### config.mk
export PLATFORM = sky130hd
export DESIGN_NAME = f_fetch_ctrl
export DESIGN_NICKNAME = d
export VERILOG_FILES = /design/src/rtl/core_types_pkg.sv /design/src/rtl/f_fetch_fifo.sv /design/src/rtl/f_fetch_ctrl.sv
export SDC_FILE = /design/constraint.sdc
export NUM_CORES = 1
export LEC_CHECK = 0
export CAP_MARGIN = 25
export CORE_ASPECT_RATIO = 1.4
export CORE_UTILIZATION = 55
export CTS_CLUSTER_DIAMETER = 100
export DETAILED_ROUTE_END_ITERATION = 8
export PLACE_DENSITY = 0.92
export SLEW_MARGIN = 20
export SYNTH_ARGS = -nofsm -noshare
export SYNTH_HDL_FRONTEND = slang
export SYNTH_SLANG_ARGS = --single-unit
### constraint.sdc
create_clock -name clk -period 12.8 [get_ports clk]
set_input_delay 2.56 -clock clk [delete_from_list [all_inputs] [get_ports clk]]
set_output_delay 2.56 -clock clk [all_outputs]
set_load 0.05 [all_outputs]
### src/rtl/core_types_pkg.sv
// Shared fetch-stage types and constants.
package core_types_pkg;

   localparam int unsigned N_BITS = 32;

   typedef enum logic {BOOT, FETCH} fetch_state_e;

   typedef struct packed {
      logic              epoch;
      logic [N_BITS-1:0] pc;
   } fetch_tag_t;

   // Sequential fetch address; wraps modulo 2^N_BITS.
   function automatic logic [N_BITS-1:0] next_pc(input logic [N_BITS-1:0] pc);
      return pc + N_BITS'(4);
   endfunction

endpackage

### src/rtl/f_fetch_fifo.sv
// Synchronous FIFO with flush; used for the in-flight tag queue and the response buffer.
module f_fetch_fifo #(
   parameter int unsigned WIDTH = 32,
   parameter int unsigned DEPTH = 2,
   localparam int unsigned AW = (DEPTH > 1) ? $clog2(DEPTH) : 1,
   localparam int unsigned CW = $clog2(DEPTH + 1)
) (
   input  logic             clk,
   input  logic             rst,
   input  logic             push,
   input  logic [WIDTH-1:0] push_data,
   input  logic             pop,
   input  logic             flush,
   output logic [WIDTH-1:0] head,
   output logic [CW-1:0]    count,
   output logic             full,
   output logic             empty
);

   logic [WIDTH-1:0] mem [DEPTH];
   logic [AW-1:0]    rd_ptr;
   logic [AW-1:0]    wr_ptr;
   logic             do_push;
   logic             do_pop;

   // Flush discards contents and wins over any same-cycle pop.
   assign do_push = push && !full && !flush;
   assign do_pop  = pop && !empty && !flush;

   assign full  = (count == CW'(DEPTH));
   assign empty = (count == '0);
   assign head  = mem[rd_ptr];

   always_ff @(posedge clk or posedge rst) begin
      if (rst) begin
         rd_ptr <= '0;
         wr_ptr <= '0;
         count  <= '0;
      end else if (flush) begin
         rd_ptr <= '0;
         wr_ptr <= '0;
         count  <= '0;
      end else begin
         if (do_push) wr_ptr <= wr_ptr + AW'(1);
         if (do_pop)  rd_ptr <= rd_ptr + AW'(1);
         unique case ({do_push, do_pop})
            2'b10:   count <= count + CW'(1);
            2'b01:   count <= count - CW'(1);
            default: count <= count;
         endcase
      end
   end

   always_ff @(posedge clk) begin
      if (do_push) mem[wr_ptr] <= push_data;
   end

endmodule

### src/rtl/f_fetch_ctrl.sv
// Fetch controller: PC sequencing, credit-limited imem requests, epoch-based
// squash of wrong-path responses and an in-order response buffer to decode.
module f_fetch_ctrl
   import core_types_pkg::*;
#(
   parameter int unsigned       DEPTH  = 2,
   parameter logic [N_BITS-1:0] RST_PC = '0
) (
   input  logic              clk,
   input  logic              rst,
   input  logic              jal_vld,
   input  logic [N_BITS-1:0] jal_tgt,
   input  logic              branch_vld,
   input  logic [N_BITS-1:0] branch_tgt,
   input  logic              jalr_vld,
   input  logic [N_BITS-1:0] jalr_tgt,
   input  logic              stall_in,
   output logic              imem_req_vld,
   input  logic              imem_req_rdy,
   output logic [N_BITS-1:0] imem_req_addr,
   input  logic              imem_resp_vld,
   input  logic [N_BITS-1:0] imem_resp_data,
   output logic              inst_vld,
   output logic [N_BITS-1:0] inst,
   output logic [N_BITS-1:0] inst_pc,
   output logic              stall
);

   localparam int unsigned CW    = $clog2(DEPTH + 1);
   localparam int unsigned SW    = CW + 1;
   localparam int unsigned BUF_W = 2 * N_BITS;

   fetch_state_e      state;
   fetch_state_e      state_nxt;
   logic [N_BITS-1:0] fetch_pc;
   logic [N_BITS-1:0] fetch_pc_nxt;
   logic              epoch;
   logic              epoch_nxt;
   logic              redirect;
   logic [N_BITS-1:0] redirect_tgt;
   logic              accept;
   logic              resp_take;
   logic              resp_keep;
   logic              inst_pop;
   fetch_tag_t        tag_in;
   fetch_tag_t        tag_head;
   logic [CW-1:0]     inflight;
   logic [CW-1:0]     buf_count;
   logic              tag_full;
   logic              tag_empty;
   logic              buf_full;
   logic              buf_empty;
   logic [BUF_W-1:0]  buf_in;
   logic [BUF_W-1:0]  buf_head;

   always_ff @(posedge clk or posedge rst) begin
      if (rst) begin
         state    <= BOOT;
         fetch_pc <= RST_PC;
         epoch    <= 1'b0;
      end else begin
         state    <= state_nxt;
         fetch_pc <= fetch_pc_nxt;
         epoch    <= epoch_nxt;
      end
   end

   always_comb begin
      state_nxt     = state;
      imem_req_vld  = 1'b0;
      redirect      = jalr_vld || branch_vld || jal_vld;
      redirect_tgt  = jal_tgt;
      unique case (state)
         BOOT:  state_nxt = FETCH;
         FETCH: imem_req_vld = ((SW'(inflight) + SW'(buf_count)) < SW'(DEPTH)) && !tag_full;
         default: state_nxt = BOOT;
      endcase
      if (jalr_vld)        redirect_tgt = jalr_tgt;
      else if (branch_vld) redirect_tgt = branch_tgt;
      stall         = !imem_req_vld || (state == BOOT);
      imem_req_addr = redirect ? redirect_tgt : fetch_pc;
      accept        = imem_req_vld && imem_req_rdy;
      epoch_nxt     = epoch ^ redirect;
      // Without accept this holds fetch_pc or latches the redirect target.
      fetch_pc_nxt  = accept ? next_pc(imem_req_addr) : imem_req_addr;
      tag_in.epoch  = epoch_nxt;
      tag_in.pc     = imem_req_addr;
      resp_take     = imem_resp_vld && !tag_empty;
      resp_keep     = resp_take && !redirect && !buf_full && (tag_head.epoch == epoch_nxt);
      buf_in        = {tag_head.pc, imem_resp_data};
      inst_vld      = !buf_empty;
      inst_pop      = inst_vld && !stall_in;
      inst          = inst_vld ? buf_head[N_BITS-1:0] : '0;
      inst_pc       = inst_vld ? buf_head[BUF_W-1:N_BITS] : '0;
   end

   f_fetch_fifo #(
      .WIDTH ($bits(fetch_tag_t)),
      .DEPTH (DEPTH)
   ) u_tag_fifo (
      .clk       (clk),
      .rst       (rst),
      .push      (accept),
      .push_data (tag_in),
      .pop       (resp_take),
      .flush     (1'b0),
      .head      (tag_head),
      .count     (inflight),
      .full      (tag_full),
      .empty     (tag_empty)
   );

   f_fetch_fifo #(
      .WIDTH (BUF_W),
      .DEPTH (DEPTH)
   ) u_resp_buf (
      .clk       (clk),
      .rst       (rst),
      .push      (resp_keep),
      .push_data (buf_in),
      .pop       (inst_pop),
      .flush     (redirect),
      .head      (buf_head),
      .count     (buf_count),
      .full      (buf_full),
      .empty     (buf_empty)
   );

   // A response with nothing outstanding is a memory-side protocol error.
   a_resp_has_tag: assert property (@(posedge clk) disable iff (rst) imem_resp_vld |-> !tag_empty);

endmodule

==> results of run 1 <==
[state kept, by name, indices dropped and copies added (netlist names)]
signal,count
u_resp_buf.mem,128
u_tag_fifo.mem,66
fetch_pc,32
u_resp_buf.count,2
u_tag_fifo.count,2
epoch,1
state,1
u_resp_buf.rd_ptr,1
u_resp_buf.wr_ptr,1
u_tag_fifo.rd_ptr,1
u_tag_fifo.wr_ptr,1
[metal layers]
metal  global-route usage [%]  up-vias
met4                     9.89        0
met1                     30.6     3441
met2                     46.2      362
met3                     5.08       65
li1                         -     3240
met5                        0        -
[cells by family after synthesis]
group	count (synthesis)	synth area share, %
compound gates	102	6.85
mux	107	10.5
simple gates	205	11.0
fa+ha+maj	3	0.425
other cells	1	0.0354
buf+inv	66	3.24
xor+xnor	37	3.06
flops	236	64.9
[where the power goes]
part           leakage [nW]  switching [W]  total [W]  internal (W)
Sequential             2.25      0.0000234   0.000936      0.000912
Clock                 0.374       0.000272   0.000684      0.000412
Combinational          2.11       0.000211   0.000369      0.000158
[how the worst max path moves through the flow]
| stage | from | end | slack, ns | cells after the start |
|---|---|---|---|---|
| CTS | jal_vld | imem_req_addr[18] | 4.60 | 6 |
| global placement | jal_vld | imem_req_addr[18] | 4.79 | 6 |
| finish | jal_vld | imem_req_addr[18] | 4.52 | 6 |
| floorplan | jalr_vld | imem_req_addr[30] | 5.59 | 8 |
| detailed placement | jal_vld | imem_req_addr[18] | 4.60 | 6 |
| global route | jal_vld | imem_req_addr[18] | 4.51 | 6 |
[Yosys cell counts (3+ instances only)]
cell type / n / share of area, %
buf_4: 4 / 0.28
o221ai_1: 4 / 0.33
a211oi_1: 5 / 0.35
a2bb2oi_2: 3 / 0.43
nor3_2: 4 / 0.38
or3_1: 5 / 0.30
inv_1: 22 / 0.78
o31ai_1: 4 / 0.28
edfxtp_1: 194 / 55
xor2_1: 9 / 0.74
nor2_1: 83 / 2.9
nand2_1: 30 / 1.1
a21oi_1: 29 / 1.4
dfrtp_1: 42 / 9.9
xnor2_1: 28 / 2.3
nor4_1: 3 / 0.18
buf_6: 9 / 0.96
nor3b_1: 11 / 0.78
a21o_1: 10 / 0.71
o22ai_1: 9 / 0.53
o21ai_0: 12 / 0.57
o21ai_1: 4 / 0.19
nand3b_1: 13 / 0.92
nor3_1: 6 / 0.28
mux2i_1: 73 / 6.9
a2bb2oi_1: 10 / 0.83
nand3_1: 7 / 0.33
nor2b_1: 17 / 1.0
clkbuf_1: 11 / 0.39
and2_1: 3 / 0.18
buf_1: 9 / 0.32
buf_2: 10 / 0.47
mux2_2: 33 / 3.5
nor4_2: 6 / 0.71
[area by class of cell]
type	count	area, µm²
Inverter	23	86.3
Timing Repair Buffer	245	2490
Multi-Input combinational cell	455	3410
Clock inverter	8	116
Fill cell	1196	4810
Tap cell	244	305
Clock buffer	31	646
Sequential cell	236	6880
[critical path, cell delays in order]
cell             delay [ns]
clkdlybuf4s50_1        0.39
buf_4                  0.25
or3_1                  0.64
o21ai_0                0.81
inv_1                  0.28
clkdlybuf4s50_1        0.78
[through the flow]
stage	util (%)	instances	total power [W]	hold slack, ns	instance area, µm²
6_report	74.3	1242	0.00199	0.550	13900
5_1_grt	74.3	1242	0.00205	0.578	13900
4_1_cts	74.2	1241	0.00200	0.556	13900
3_5_place_dp	70.2	1202	0.00132	0.548	13200
3_3_place_gp	69.7	1199	0.00129	0.513	13100
2_1_floorplan	-	757	0.00118	0.497	10600
==> reports/qor.csv, run 1 <==
stage,metric,value,unit
status,status,"complete, no violations",
synthesis,post-synthesis cell type count,60,
timing,worst-margin pin slew,0.955,ns
worst_setup_path,number of cells on the worst reg-to-reg path,9,
hold_path,Hold Crit Class,reg -> reg,
clock_tree,clock sinks,236,
finish,"most common cell after layout, fill and taps aside",clkdlybuf4s50_1,
finish,share of post-route cells with drive strength above 1,11.7,%
timing,skew final,0.0153,ns
finish,antenna cells,0,
worst_setup_path,reg-to-reg setup timing slack,9.30,ns
timing,minimum clock period,8.28,ns
die,Initial Utilization,56.5,%
pwr,leak pwr,4.73,nW
timing,fin. max-slew vios,0,
synthesis,Synth Register Bits,236,
drt,met3 WL,2060,µm
timing,Final setup viols,0,
drt,wire length on met1,9250,µm
clock_tree,root buf cell,clkbuf_16,
die,core area,18800,µm²
synthesis,predominant post-synthesis flop cell,edfxtp_1,
pwr,PD cells,143,nW/µm²
synthesis,cell count after synthesis,757,
place,dpl ws,4.60,ns
drt,met2 wire len,13300,µm
worst_setup_path,critical path required time,10.24,ns
global_route,Total GRT Usage,25.9,%
global_route,first-pass GRT wire length,39400,µm
synthesis,sequential area share after synthesis,64.9,%
global_route,initial antenna violation count,0,
synthesis,Synth Cell Area,10600,µm²
synthesis,Post-synth EDFFs,194,
timing,Final Cycle Share,64.7,%
job,maxcap violations,0,
die,Cell Rows,59,
timing,Worst slew margin,36.2,%
die,Die ar.,19800,µm²
finish,most frequent cells in the layout,"clkdlybuf4s50_1 (232), edfxtp_1 (194), nor2_1 (80), mux2i_1 (73), dfrtp_1 (41)",
worst_setup_path,WP data arrival,5.72,ns
clock_tree,postcts setup bufs,0,
clock_tree,clk slew on worst S/H paths,0.06,ns
hold_path,critical hold path startpoint,u_tag_fifo.count[1],
drt,DRC,0,
clock_tree,number of CTS-inserted buffers,22,
worst_setup_path,crit-path max FO,29,
global_route,largest net degree at the start of global routing,65,
worst_setup_path,launching point of the worst reg2reg path,u_resp_buf.count[0],
timing,RSZ-0062 raised after global routing,no,
worst_setup_path,Critical Path Source Type,input pin,
clock_tree,H-tree levels,1,
synthesis,Synth Net Count,896,
global_route,GRT overflow,0,
drt,post-route ant nets,0,
place,gpl congestion,0.902,
clock_tree,CTS max path bufs,3,
drt,Initial DRC Count,428,
clock_tree,CTS tree,built,
global_route,vias in the first global route,7310,
drt,wire per inst,20.5,µm
synthesis,Post-synth ARST share,17.8,%
hold_path,WHS Path Cells,1,
clock_tree,hold buffers post-CTS,0,
die,num ports,235,
drt,Detailed Route WL,25500,µm
synthesis,Avg Synthesized Cell Area,14.0,µm²
drt,first drt pass iteration count,5,
timing,Final Hold Viols,0,
clock_tree,Worst-Skew Late Latency,0.51,ns
finish,Layout Area Growth over Synthesis,31.5,%
place,port bufs,234,
worst_setup_path,crit end category,primary output,
drt,Via density,5.72,
die,Die Height,166,µm
pwr,Max VDD drop,0.000121,V
drt,vias after detailed routing,7108,
hold_path,worst hold endpoint,u_tag_fifo.count[1],
clock_tree,cts repair resizes,0,
worst_setup_path,reg2reg end,fetch_pc[26],
synthesis,synth warn,0,
timing,PnR worst setup slack,4.52,ns
timing,setup TNS,0,ns
die,Die W,119,µm
timing,Peak Freq,0.121,GHz
place,Final HPWL DP,17400,µm
worst_setup_path,crit path kind,in -> out,
drt,highest metal used,met4,
finish,Nets,1122,
Power figures use the tool's default switching activity.
==> run 2: changes to the inputs <==
--- a/config.mk
+++ b/config.mk
@@ -7,10 +7,10 @@
 export LEC_CHECK = 0
 export CAP_MARGIN = 25
 export CORE_ASPECT_RATIO = 1.4
-export CORE_UTILIZATION = 55
+export CORE_UTILIZATION = 46
 export CTS_CLUSTER_DIAMETER = 100
 export DETAILED_ROUTE_END_ITERATION = 8
-export PLACE_DENSITY = 0.92
+export PLACE_DENSITY = 0.83
 export SLEW_MARGIN = 20
 export SYNTH_ARGS = -nofsm -noshare
 export SYNTH_HDL_FRONTEND = slang
==> constraint.sdc (replaced) <==
create_clock -name clk -period 7.4 [get_ports clk]
set_input_delay 1.48 -clock clk [delete_from_list [all_inputs] [get_ports clk]]
set_output_delay 1.48 -clock clk [all_outputs]
set_load 0.05 [all_outputs]
==> run 2 against run 1 <==
Utilization is 13 points lower. Largest cell class unchanged. Non-clock buffer count unchanged. Routed wire length down 5.7%. Clock power is 64% higher. Cell area is 0.22% higher. Hold slack got worse by 0.0084 ns. Combinational power is 72% higher.
==> reports/qor.csv, run 2 (same netlist as run 1, synthesis figures left out) <==
stage,metric,value,unit
drt,vias after detailed routing,6927,
global_route,Total GRT Usage,20.4,%
finish,max FFs per register,128,
global_route,M3 GR Usage,3.36,%
drt,DRC,0,
worst_setup_path,Critical Path Source Type,input pin,
finish,Biggest register,u_resp_buf.mem,
global_route,gr busiest metal,met2,
global_route,first-pass GRT wire length,36700,µm
timing,Final Cycle Share,80.5,%
global_route,initial antenna violation count,0,
global_route,vias in the first global route,6998,
timing,skew final,0.00835,ns
clock_tree,number of CTS-inserted buffers,22,
worst_setup_path,reg-to-reg setup timing slack,4.04,ns
clock_tree,clock sinks,236,
die,Initial Utilization,46.9,%
die,Die Height,182,µm
global_route,met2 Usage GRT,36.4,%
worst_setup_path,crit path max-delay cell type,clkdlybuf4s50_1,
clock_tree,clk slew on worst S/H paths,0.06,ns
worst_setup_path,crit-path max FO,29,
place,gpl congestion,0.800,
hold_path,Hold Crit Class,reg -> reg,
die,core area,22600,µm²
worst_setup_path,crit end category,primary output,
drt,Via density,5.33,
timing,Final Hold Viols,0,
timing,Peak Freq,0.168,GHz
drt,wire per inst,18.5,µm
timing,setup TNS,0,ns
timing,Final setup viols,0,
clock_tree,Worst-Skew Late Latency,0.49,ns
place,port bufs,234,
worst_setup_path,critical path required time,5.92,ns
worst_setup_path,worst path cell trace,clkdlybuf4s50_1 > buf_4 > or3_1 > o21ai_0 > inv_1 > clkdlybuf4s50_1,
die,Cell Rows,65,
worst_setup_path,Crit path max-delay family,buffers and inverters,
timing,minimum clock period,5.96,ns
finish,Layout Area Growth over Synthesis,31.8,%
timing,fin. max-slew vios,0,
timing,PnR worst setup slack,1.44,ns
pwr,Clock Power Share,33.3,%
timing,RSZ-0062 raised after global routing,no,
drt,post-route ant nets,0,
timing,worst-margin pin slew,1.01,ns
clock_tree,CTS max path bufs,3,
place,placed insts,1257,
clock_tree,cts repair resizes,0,
timing,Worst slew margin,32.7,%
finish,Nets,1122,
global_route,GR Util met1,23.5,%
worst_setup_path,CP most frequent cell,clkdlybuf4s50_1,
die,Die W,130,µm
pwr,leak pwr,4.71,nW
finish,"most common cell after layout, fill and taps aside",clkdlybuf4s50_1,
drt,first drt pass iteration count,5,
worst_setup_path,crit path kind,in -> out,
drt,Detailed Route WL,24000,µm
clock_tree,CTS tree,built,
place,Final HPWL DP,16700,µm
global_route,GRT overflow,0,
hold_path,WHS Path Cells,1,
worst_setup_path,number of cells on the worst reg-to-reg path,9,
worst_setup_path,Buf/Inv on CP,4,
worst_setup_path,Crit path largest cell delay,0.77,ns
status,status,"complete, no violations",
worst_setup_path,WP data arrival,4.48,ns
global_route,largest net degree at the start of global routing,65,
pwr,P_int,0.00251,W
finish,antenna cells,0,
finish,most frequent cells in the layout,"clkdlybuf4s50_1 (232), edfxtp_1 (194), nor2_1 (80), mux2i_1 (73), dfrtp_1 (41)",
pwr,PD cells,241,nW/µm²
clock_tree,postcts setup bufs,0,
finish,top flop regs,"u_resp_buf.mem: 128 flops, u_tag_fifo.mem: 66 flops, fetch_pc: 32 flops",
hold_path,worst hold endpoint,epoch,
finish,share of post-route cells with drive strength above 1,11.6,%
die,num ports,235,
clock_tree,hold buffers post-CTS,0,
worst_setup_path,launching point of the worst reg2reg path,u_resp_buf.count[0],
place,dpl ws,1.43,ns
pwr,sw frac,25.5,%
pwr,Comb power frac,18.8,%
pwr,Max VDD drop,0.000144,V
pwr,NetSw,0.000860,W
finish,Post-Layout Cell Count,1300,
clock_tree,root buf cell,clkbuf_16,
drt,Initial DRC Count,401,
die,Die ar.,23700,µm²
clock_tree,H-tree levels,1,
pwr,share of power burned in registers,47.9,%
job,maxcap violations,0,
worst_setup_path,reg2reg end,fetch_pc[31],
hold_path,critical hold path startpoint,epoch,
-- run 2: cell types whose count changed in the layout (fill, tap and decap cells not counted) --
cell        before  now
bufinv_16        3    2
clkbuf_8         4    2
clkinv_4         1    0
clkinv_2         2    4
clkbuf_1         4    5
clkinvlp_4       0    1
clkinv_1         2    3
-- run 2: area by class of cell --
type / count / area, µm²
Inverter: 23 / 86.3
Clock inverter: 10 / 98.8
Multi-Input combinational cell: 455 / 3410
Clock buffer: 30 / 622
Tap cell: 301 / 377
Timing Repair Buffer: 245 / 2490
Sequential cell: 236 / 6880
Fill cell: 1733 / 8640
-- run 2: how the worst max path moves through the flow --
stage                     slack (ns)       start  depth (start not counted)                    to
after floorplan                 1.42    jalr_vld                          5  u_resp_buf.mem[0][0]
after global placement          1.55     jal_vld                          6     imem_req_addr[18]
after global routing            1.25  branch_vld                          5     imem_req_addr[18]
final                           1.44     jal_vld                          6     imem_req_addr[18]
after detailed placement        1.43     jal_vld                          6     imem_req_addr[18]
after CTS                       1.42     jal_vld                          6     imem_req_addr[18]
-- run 2: power groups by stage --
stage | combinational (W) | clock, W | sequential [W]
2_1_floorplan | 0.000411 | 0 | 0.00163
3_3_place_gp | 0.000606 | 0 | 0.00164
3_5_place_dp | 0.000620 | 0 | 0.00164
4_1_cts | 0.000623 | 0.00114 | 0.00162
5_1_grt | 0.000678 | 0.00119 | 0.00162
6_report | 0.000633 | 0.00112 | 0.00162
-- run 2: metrics by stage --
| step | hold slack [ns] | total power [W] | instance area (µm²) | utilization (%) |
|---|---|---|---|---|
| final | 0.541 | 0.00337 | 14000 | 61.8 |
| after global routing | 0.561 | 0.00349 | 14000 | 61.8 |
| after CTS | 0.538 | 0.00338 | 13900 | 61.4 |
| after detailed placement | 0.529 | 0.00226 | 13200 | 58.3 |
| after global placement | 0.512 | 0.00224 | 13100 | 58.1 |
| after floorplan | 0.497 | 0.00204 | 10600 | - |
-- run 2: metal layers --
metal / share of wire [%] / up-vias
li1: - / 3242
met5: 0 / -
met2: 52 / 255
met1: 37 / 3366
met4: 4.2 / 0
met3: 5.9 / 64
